File: src/rtl/execute_cond_stage_pkg.sv
// execute_cond_stage_pkg
// Shared types for the execute-stage control slice:
//   cond_e      - the 16 instruction condition codes
//   flags_t     - architectural flags {n, z, c, v}
//   ctrl_e_t    - decoded control bundle held in the E-stage register
//   CTRL_BUBBLE - bubble contents: every enable low, condition "always"
package execute_cond_stage_pkg;

  typedef enum logic [3:0] {
    C_EQ = 4'b0000,
    C_NE = 4'b0001,
    C_CS = 4'b0010,
    C_CC = 4'b0011,
    C_MI = 4'b0100,
    C_PL = 4'b0101,
    C_VS = 4'b0110,
    C_VC = 4'b0111,
    C_HI = 4'b1000,
    C_LS = 4'b1001,
    C_GE = 4'b1010,
    C_LT = 4'b1011,
    C_GT = 4'b1100,
    C_LE = 4'b1101,
    C_AL = 4'b1110,
    C_NV = 4'b1111
  } cond_e;

  typedef struct packed {
    logic n;
    logic z;
    logic c;
    logic v;
  } flags_t;

  typedef struct packed {
    logic       pcSrc;
    logic       regWrite;
    logic       memToReg;
    logic       memWrite;
    logic       branch;
    logic       aluSrc;
    logic       noWrite;
    logic [3:0] aluControl;
    logic [1:0] flagWrite;
    cond_e      cond;
  } ctrl_e_t;

  localparam ctrl_e_t CTRL_BUBBLE = '{
    pcSrc:      1'b0,
    regWrite:   1'b0,
    memToReg:   1'b0,
    memWrite:   1'b0,
    branch:     1'b0,
    aluSrc:     1'b0,
    noWrite:    1'b0,
    aluControl: 4'b0000,
    flagWrite:  2'b00,
    cond:       C_AL
  };

endpackage

File: src/rtl/execute_cond_stage_cond_check.sv
// cond_check
// Purely combinational evaluation of a 4-bit condition field against the
// held architectural flags.
//   cond    (in, 4)  condition field of the instruction in E
//   flags   (in)     flags register contents {n, z, c, v}
//   cond_ex (out, 1) high when the instruction is allowed to execute
module cond_check
  import execute_cond_stage_pkg::*;
(
  input  logic [3:0] cond,
  input  flags_t     flags,
  output logic       cond_ex
);

  // Code 1111 is reserved and deliberately never executes.
  always_comb begin
    cond_ex = 1'b0;
    case (cond_e'(cond))
      C_EQ: cond_ex = flags.z;
      C_NE: cond_ex = ~flags.z;
      C_CS: cond_ex = flags.c;
      C_CC: cond_ex = ~flags.c;
      C_MI: cond_ex = flags.n;
      C_PL: cond_ex = ~flags.n;
      C_VS: cond_ex = flags.v;
      C_VC: cond_ex = ~flags.v;
      C_HI: cond_ex = flags.c & ~flags.z;
      C_LS: cond_ex = ~flags.c | flags.z;
      C_GE: cond_ex = (flags.n == flags.v);
      C_LT: cond_ex = (flags.n != flags.v);
      C_GT: cond_ex = ~flags.z & (flags.n == flags.v);
      C_LE: cond_ex = flags.z | (flags.n != flags.v);
      C_AL: cond_ex = 1'b1;
      C_NV: cond_ex = 1'b0;
      default: cond_ex = 1'b0;
    endcase
  end

endmodule

File: src/rtl/execute_cond_stage.sv
// execute_cond_stage
// E-stage control register plus the NZCV flags register. The decoded control
// bundle is registered (flush beats stall beats capture), its condition field
// is checked against the held flags, and every architectural side effect is
// gated by that result.
//   clk, reset            clock and asynchronous active-high reset
//   StallE, FlushE        hold / bubble the E-stage register
//   *D inputs             decoded control bundle and condition field
//   ALUFlags              {N,Z,C,V} from the E-stage ALU this cycle
//   ALUControlE, ALUSrcE, MemToRegE   registered controls
//   *GatedE, BranchTakenE side effects gated by CondExE
//   CondExE, FlagsE       condition result and current flags
module execute_cond_stage
  import execute_cond_stage_pkg::*;
#(
  parameter int         WIDTH   = 8,
  parameter logic [3:0] COND_AL = 4'b1110
) (
  input  logic       clk,
  input  logic       reset,
  input  logic       StallE,
  input  logic       FlushE,
  input  logic       PCSrcD,
  input  logic       RegWriteD,
  input  logic       MemToRegD,
  input  logic       MemWriteD,
  input  logic       BranchD,
  input  logic       ALUSrcD,
  input  logic       NoWriteD,
  input  logic [3:0] ALUControlD,
  input  logic [1:0] FlagWriteD,
  input  logic [3:0] CondD,
  input  logic [3:0] ALUFlags,
  output logic [3:0] ALUControlE,
  output logic       ALUSrcE,
  output logic       MemToRegE,
  output logic       RegWriteGatedE,
  output logic       MemWriteGatedE,
  output logic       PCSrcGatedE,
  output logic       BranchTakenE,
  output logic       CondExE,
  output logic [3:0] FlagsE
);

  // The datapath width is carried only so every stage shares one interface.
  if (WIDTH < 1) begin : gWidthCheck
    $error("execute_cond_stage: WIDTH must be at least 1");
  end

  // Bubble whose "always" code follows the COND_AL parameter.
  localparam ctrl_e_t BubbleCtrl = '{
    pcSrc:      1'b0,
    regWrite:   1'b0,
    memToReg:   1'b0,
    memWrite:   1'b0,
    branch:     1'b0,
    aluSrc:     1'b0,
    noWrite:    1'b0,
    aluControl: 4'b0000,
    flagWrite:  2'b00,
    cond:       cond_e'(COND_AL)
  };

  ctrl_e_t ctrl_q, ctrl_d;
  flags_t  flags_q, flags_d;
  logic    condEx;

  // Flush wins over stall so a squashed instruction can never be held in E.
  always_comb begin
    ctrl_d = ctrl_q;
    if (FlushE) begin
      ctrl_d = BubbleCtrl;
    end else if (!StallE) begin
      ctrl_d = '{
        pcSrc:      PCSrcD,
        regWrite:   RegWriteD,
        memToReg:   MemToRegD,
        memWrite:   MemWriteD,
        branch:     BranchD,
        aluSrc:     ALUSrcD,
        noWrite:    NoWriteD,
        aluControl: ALUControlD,
        flagWrite:  FlagWriteD,
        cond:       cond_e'(CondD)
      };
    end
  end

  // The instruction already in E still commits its flags when FlushE is high;
  // only a stall or a failed condition blocks the update.
  always_comb begin
    flags_d = flags_q;
    if (!StallE && condEx) begin
      if (ctrl_q.flagWrite[1]) begin
        flags_d.n = ALUFlags[3];
        flags_d.z = ALUFlags[2];
      end
      if (ctrl_q.flagWrite[0]) begin
        flags_d.c = ALUFlags[1];
        flags_d.v = ALUFlags[0];
      end
    end
  end

  always_ff @(posedge clk or posedge reset) begin
    if (reset) begin
      ctrl_q  <= BubbleCtrl;
      flags_q <= '0;
    end else begin
      ctrl_q  <= ctrl_d;
      flags_q <= flags_d;
    end
  end

  // Checked against registered flags so a compare in E one cycle earlier is
  // visible to a dependent branch with no forwarding.
  cond_check uCondCheck (
    .cond    (ctrl_q.cond),
    .flags   (flags_q),
    .cond_ex (condEx)
  );

  assign ALUControlE    = ctrl_q.aluControl;
  assign ALUSrcE        = ctrl_q.aluSrc;
  assign MemToRegE      = ctrl_q.memToReg;
  assign RegWriteGatedE = ctrl_q.regWrite & condEx & ~ctrl_q.noWrite;
  assign MemWriteGatedE = ctrl_q.memWrite & condEx;
  assign PCSrcGatedE    = ctrl_q.pcSrc & condEx;
  assign BranchTakenE   = ctrl_q.branch & condEx;
  assign CondExE        = condEx;
  assign FlagsE         = flags_q;

endmodule

File: config.mk
export PLATFORM = sky130hd
export DESIGN_NAME = execute_cond_stage
export DESIGN_NICKNAME = d
export VERILOG_FILES = /design/src/rtl/execute_cond_stage_pkg.sv /design/src/rtl/execute_cond_stage_cond_check.sv /design/src/rtl/execute_cond_stage.sv
export SDC_FILE = /design/constraint.sdc
export NUM_CORES = 1
export LEC_CHECK = 0
export ABC_AREA = 1
export BUFFER_PORTS_ARGS = -buffer_cell sky130_fd_sc_hd__buf_2
export CORE_ASPECT_RATIO = 1.1
export CORE_MARGIN = 2
export CORE_UTILIZATION = 45
export DETAILED_ROUTE_END_ITERATION = 7
export GPL_ROUTABILITY_DRIVEN = 0
export GPL_TIMING_DRIVEN = 0
export PLACE_DENSITY = 0.74
export SYNTH_ARGS = -nofsm -noshare
export SYNTH_HDL_FRONTEND = slang
export SYNTH_SLANG_ARGS = --single-unit
File: constraint.sdc
create_clock -name clk -period 2.2 [get_ports clk]
set_input_delay 0.55 -clock clk [delete_from_list [all_inputs] [get_ports clk]]
set_output_delay 0.55 -clock clk [all_outputs]
set_load 0.01 [all_outputs]
Word level (Yosys, flattened, before mapping):

Index checks and enable logic that the tools add are counted.

* register bits after elaboration: 21
* input bits: 25
* output and inout bits: 15

* eq/ne operators: 18
* mux-type cells: 3
* bitwise gates (word level): 14
* reduce and logical (&&, ||, !) cells: 5

Operator list (count)
* $mux W17: 2
* $eq A4 B4 Y1 const B: 8
* $eq A4 B3 Y1 const B: 4
* $pmux W1 S16: 1
* $eq A4 B2 Y1 const B: 2
* $and A1 B1 Y1: 7
* $not A1 Y1: 5
* $eq A4 B1 Y1 const B: 1
* $logic_not A4 Y1: 1
* $reduce_and A2 Y1: 2
* $ne A2 B1 Y1 const B: 1
* $or A1 B1 Y1: 2
* $eq A1 B1 Y1: 1
* $logic_and A1 B1 Y1: 1
* $logic_not A1 Y1: 1
* $ne A1 B1 Y1: 1

Logic depth before layout (Yosys ltp):

* depth after elaboration: 5
* mapped depth: 13
* depth with buffers taken out: 12

Cells and area by module:

From an unflattened synthesis, not the netlist that was laid out.

* cell total of the unflattened synthesis: 152
* area, all modules: 1137.3 um^2

Modules (own cells, without submodules)
* execute_cond_stage: instances 1, cells an instance 107, area an instance 932.1 um^2
* cond_check: instances 1, cells an instance 45, area an instance 205.2 um^2

Worst setup path before layout:

OpenSTA, ideal clock, no wires.

* kind: register -> output
* start point: register ctrl_q[1] in the netlist's numbering
* end point: output port RegWriteGatedE
* arrival time: 1482 ps
* data required time: 1650 ps
* path slack: 168 ps
* stages on the path, launching flop included: 9
* buffers on the path: 0
* cells stage by stage: dfstp_2 nor2_1 a21oi_1 nor2_1 o22ai_1 inv_1 a21oi_4 inv_2 nor3_2

* word-level cells in the longest chain between the ends: 4
* elaborated cells on any way between the ends: 19
* those cells by class: eq/ne (15); mux (1); bitwise (2); reduce/logical (1)

Ends and longest elaborated chain
* start, declared: RTL line execute_cond_stage.sv:64 `ctrl_e_t ctrl_q, ctrl_d;`
* start signal, assigned: RTL line execute_cond_stage.sv:107 `ctrl_q <= BubbleCtrl;`
* start signal, assigned: RTL line execute_cond_stage.sv:110 `ctrl_q <= ctrl_d;`
* $eq A4 B4 Y1, or another cell as far along: RTL line execute_cond_stage_cond_check.sv:18 `case (cond_e'(cond))`
* $pmux W1 S16 *: RTL line execute_cond_stage_cond_check.sv:18
* net CondExE: RTL line execute_cond_stage.sv:41 `output logic CondExE,`
* $and A1 B1 Y1 * (2 in a row): RTL line execute_cond_stage.sv:126 `assign RegWriteGatedE = ctrl_q.regWrite & condEx & ~ctrl_q.noWrite;`
* end, declared: RTL line execute_cond_stage.sv:37 `output logic RegWriteGatedE,`

The timed path passes the listed nets; every way through them passes the cells marked *.

Worst setup path in the final report:

* start point: register ctrl_q[1] in the netlist's numbering
* end point: output port RegWriteGatedE

* word-level cells in the longest chain between the ends: 4
* elaborated cells on any way between the ends: 19
* those cells by class: eq/ne (15); mux (1); bitwise (2); reduce/logical (1)

Ends and longest elaborated chain (RTL line)
* $eq A4 B4 Y1, or another cell as far along: execute_cond_stage_cond_check.sv:18
* $pmux W1 S16 *: execute_cond_stage_cond_check.sv:18
* $and A1 B1 Y1 * (2 in a row): execute_cond_stage.sv:126

Mark *: on every way between the ends. The rest lies on a longest branch, timed or not.

==> metrics.txt <==
combined global-route utilization of all metal layers 18.9%; setup-violating endpoint count in the final report 5; mux contribution to synthesized area 0%; post-layout minimum cycle time 2.40 ns; fraction of the mapped netlist area in adder cells 0%; relative slew slack 49.3%; Internal Dissipation 636 µW; flip-flop and latch area 529 µm²; number of nets at the end of the flow 202; count of synthesis-stage warnings from yosys 0; global-route wire length before repair 3860 µm; wire length on met1 1050 µm; combinational share of power 31.3%; pins over their slew limit 0; worst setup path startpoint ctrl_q[1]$_DFFE_PP1P_; CTS H-tree depth 1; number of input and output port buffers inserted 39; wire length on met3 85 µm; Root Driver sky130_fd_sc_hd__clkbuf_4; number of flops mapped to enable cells by yosys 0; unrepaired setup endpoints after global routing yes; net switching power 314 µW; sort of element at the end of the critical path output pin; startpoint of the most critical register-to-register path ctrl_q[1]$_DFFE_PP1P_; required time reported for the critical path endpoint 1.65 ns; part of the power in registers 49.5%; Post-Syn Area 0.00106 mm²; Worst Path Max Fanout 5; largest net degree at the start of global routing 22; Gate Count Post-Synth 124; top flip-flop cell by instance count after synthesis sky130_fd_sc_hd__dfrtp_1; share of the synthesized area in the top cell type 42.7%; post-route fraction of the period consumed by the critical path 109%; die outline height 54.8 µm; main area contributors after synthesis sky130_fd_sc_hd__dfrtp_1 43%, sky130_fd_sc_hd__nand2_1 9.6%, sky130_fd_sc_hd__dfstp_2 7.5%, sky130_fd_sc_hd__a22o_1 7.5%, sky130_fd_sc_hd__inv_1 5.3%; initial antenna violation count 0; #FFs+latches synth 21; destination of the worst register-to-register timing path FlagsE[1]$_DFFE_PP0P_; TritonCTS Buffers 3; final setup TNS -0.900 ns; clock share of power 19.2%; Placeable Area 0.00223 mm²; Mapped Nets 149; portion of the post-synthesis area used by sequential elements 50.1%; count of maximum capacitance violations 0; overflow left after global routing 0; DR WL met2 1340 µm; cell type with the highest aggregate area in the netlist sky130_fd_sc_hd__dfrtp_1; IR Drop Worst-Case VDD 0.421 mV; DR vias/cell 4.92; data arrival time at the worst-slack endpoint 1.85 ns; largest family of logic cells by synthesized area simple AND/OR/NAND/NOR gates; slack of the worst reg-to-reg path 0.57 ns; Post-DP HPWL 1780 µm; final standard cell utilization of the core 64.1%; number of antenna repair diodes 0; violated checks negative setup slack; class of the tightest hold or removal check in -> async; P&R area growth vs syn 35.4%; area enclosed by the die boundary 0.00275 mm²; Setup WS pre-CTS -0.0144 ns; Hold Fails Final Rpt 0; count of unresolved DRC violations after routing 0; multi-input logic area 447 µm²; number of nets with antenna violations after detailed routing 0; vias in the first global route 912; Leak Pwr 0.000763 µW; worst reg-to-reg path cell count 10; initial standard-cell utilization of the core 47.4%; clk sink count 21; 1st-iter DRT viols 13; Clock Latency Late Sink 0.29 ns; unique cell type count in the Yosys netlist 21; Chip Width 50.2 µm; simple-gate share of the synthesized area 22.4%; post-synthesis xor/xnor area fraction 0.829%; clock skew 0.00419 ns; post-route setup slack -0.196 ns; Mapped Avg Cell Area 8.52 µm²; result of the run finished, violations left; TritonCTS clock tree yes; Async SR Flop Fraction 100%; Switching Share 33.1%; number of placement rows 18; DRT Pass-1 Iters 4; wire length after detailed routing 2490 µm; synthesized-area fraction occupied by ao, oa, aoi and oai cells 15.6%; total of fill cells in the finished design 194; Clock Tree Buf Depth 2; clock-pin slew on the worst setup and hold paths 0.12 ns; highest clock rate 0.417 GHz; category of the worst setup path launch point flip-flop; number of vias after detailed routing 1013; boundary pin count 40; Worst-Margin Slew 0.760 ns; pwr/cell area 664 mW/mm²; highest layer used for signal routing met4; fraction of final layout cells sized beyond drive strength 1 43.2%; Worst Setup Path Type reg -> out; average detailed-routed wire length per instance 12.1 µm
synth_stat cells, drive strengths merged, types with 2 or more instances:
library cell / count
a21oi: 6
a22o: 9
buf: 5
clkbuf: 2
dfrtp: 18
dfstp: 3
inv: 18
nand2: 28
nand3: 4
nand4: 7
nor2: 14
o21ai: 6
layer usage:
metal,vias up,global-route usage (%)
met2,20,33.3
li1,511,-
met3,2,1.91
met4,0,8.33
met5,-,0
met1,480,23.7
sequential cells by signal, summed over array words and instances, names as in the netlist:
register and flops:
ctrl_q 11, ALUControlE 4, FlagsE 4, ALUSrcE 1, MemToRegE 1
stage by stage:
stage               hold WS, ns  area, µm²  instances  total power [µW]
finish                    0.373       1430        206               950
CTS                       0.407       1330        199               901
global placement          0.478       1290        193               707
detailed placement        0.481       1290        193               715
floorplan                 0.467       1060        124               624
global route              0.440       1430        206              1010
power groups by stage:
stage               clock network [µW]  registers, µW  logic, µW
finish                             182            470        298
global route                       199            477        332
CTS                                185            469        248
detailed placement                   0            476        239
global placement                     0            474        233
floorplan                            0            480        144
cell families after synthesis:
logic type | count (synthesis)
AND/OR/NAND/NOR | 54
AO/OA/AOI/OAI | 23
buffers and inverters | 25
flip-flops | 21
XOR/XNOR | 1
worst max-delay path by stage:
stage                                end  cells past startpoint  slack (ns)
after floorplan           RegWriteGatedE                      8        0.17
after global placement    RegWriteGatedE                      9        0.03
after detailed placement  RegWriteGatedE                      9       -0.01
after CTS                 RegWriteGatedE                      9       -0.21
after global routing      RegWriteGatedE                     12       -0.31
final                     RegWriteGatedE                     10       -0.20
cells in the final DEF, fill, tap and decap left out, drive strengths merged, types with 6 or more instances in the layout:
cell type and instances:
buf 53, nand2 28, dfrtp 18, inv 18, nor2 14, a22o 9
nand4 7, o21ai 6, clkbuf 6, a21oi 6
worst max-delay path: stages, from the launching register on:
cell	delay (ns)
sky130_fd_sc_hd__dfstp_2	0.63
sky130_fd_sc_hd__buf_6	0.13
sky130_fd_sc_hd__nand3_2	0.06
sky130_fd_sc_hd__nand3_2	0.07
sky130_fd_sc_hd__nand2_1	0.04
sky130_fd_sc_hd__nand2_1	0.08
sky130_fd_sc_hd__nand2_2	0.07
sky130_fd_sc_hd__a21oi_4	0.14
sky130_fd_sc_hd__inv_2	0.08
sky130_fd_sc_hd__nor3_2	0.09
sky130_fd_sc_hd__buf_2	0.15
final cells by class:
class	count	area share, %
Clock buffer	4	1.84
Sequential cell	21	37.0
Timing Repair Buffer	48	18.6
Inverter	18	5.25
Tap cell	30	2.62
Buffer	7	3.41
Multi-Input combinational cell	78	31.2
what timing repair did:
action / 4_1_cts / 5_1_grt
hold buffers: 0 / 0
gates resized for setup: 1 / 13
gates cloned: 0 / 0
endpoints found under the setup margin: 5 / 5
setup buffers: 2 / 7
pin swaps: 2 / 7
Note: power is estimated with default switching activity, not from simulation.
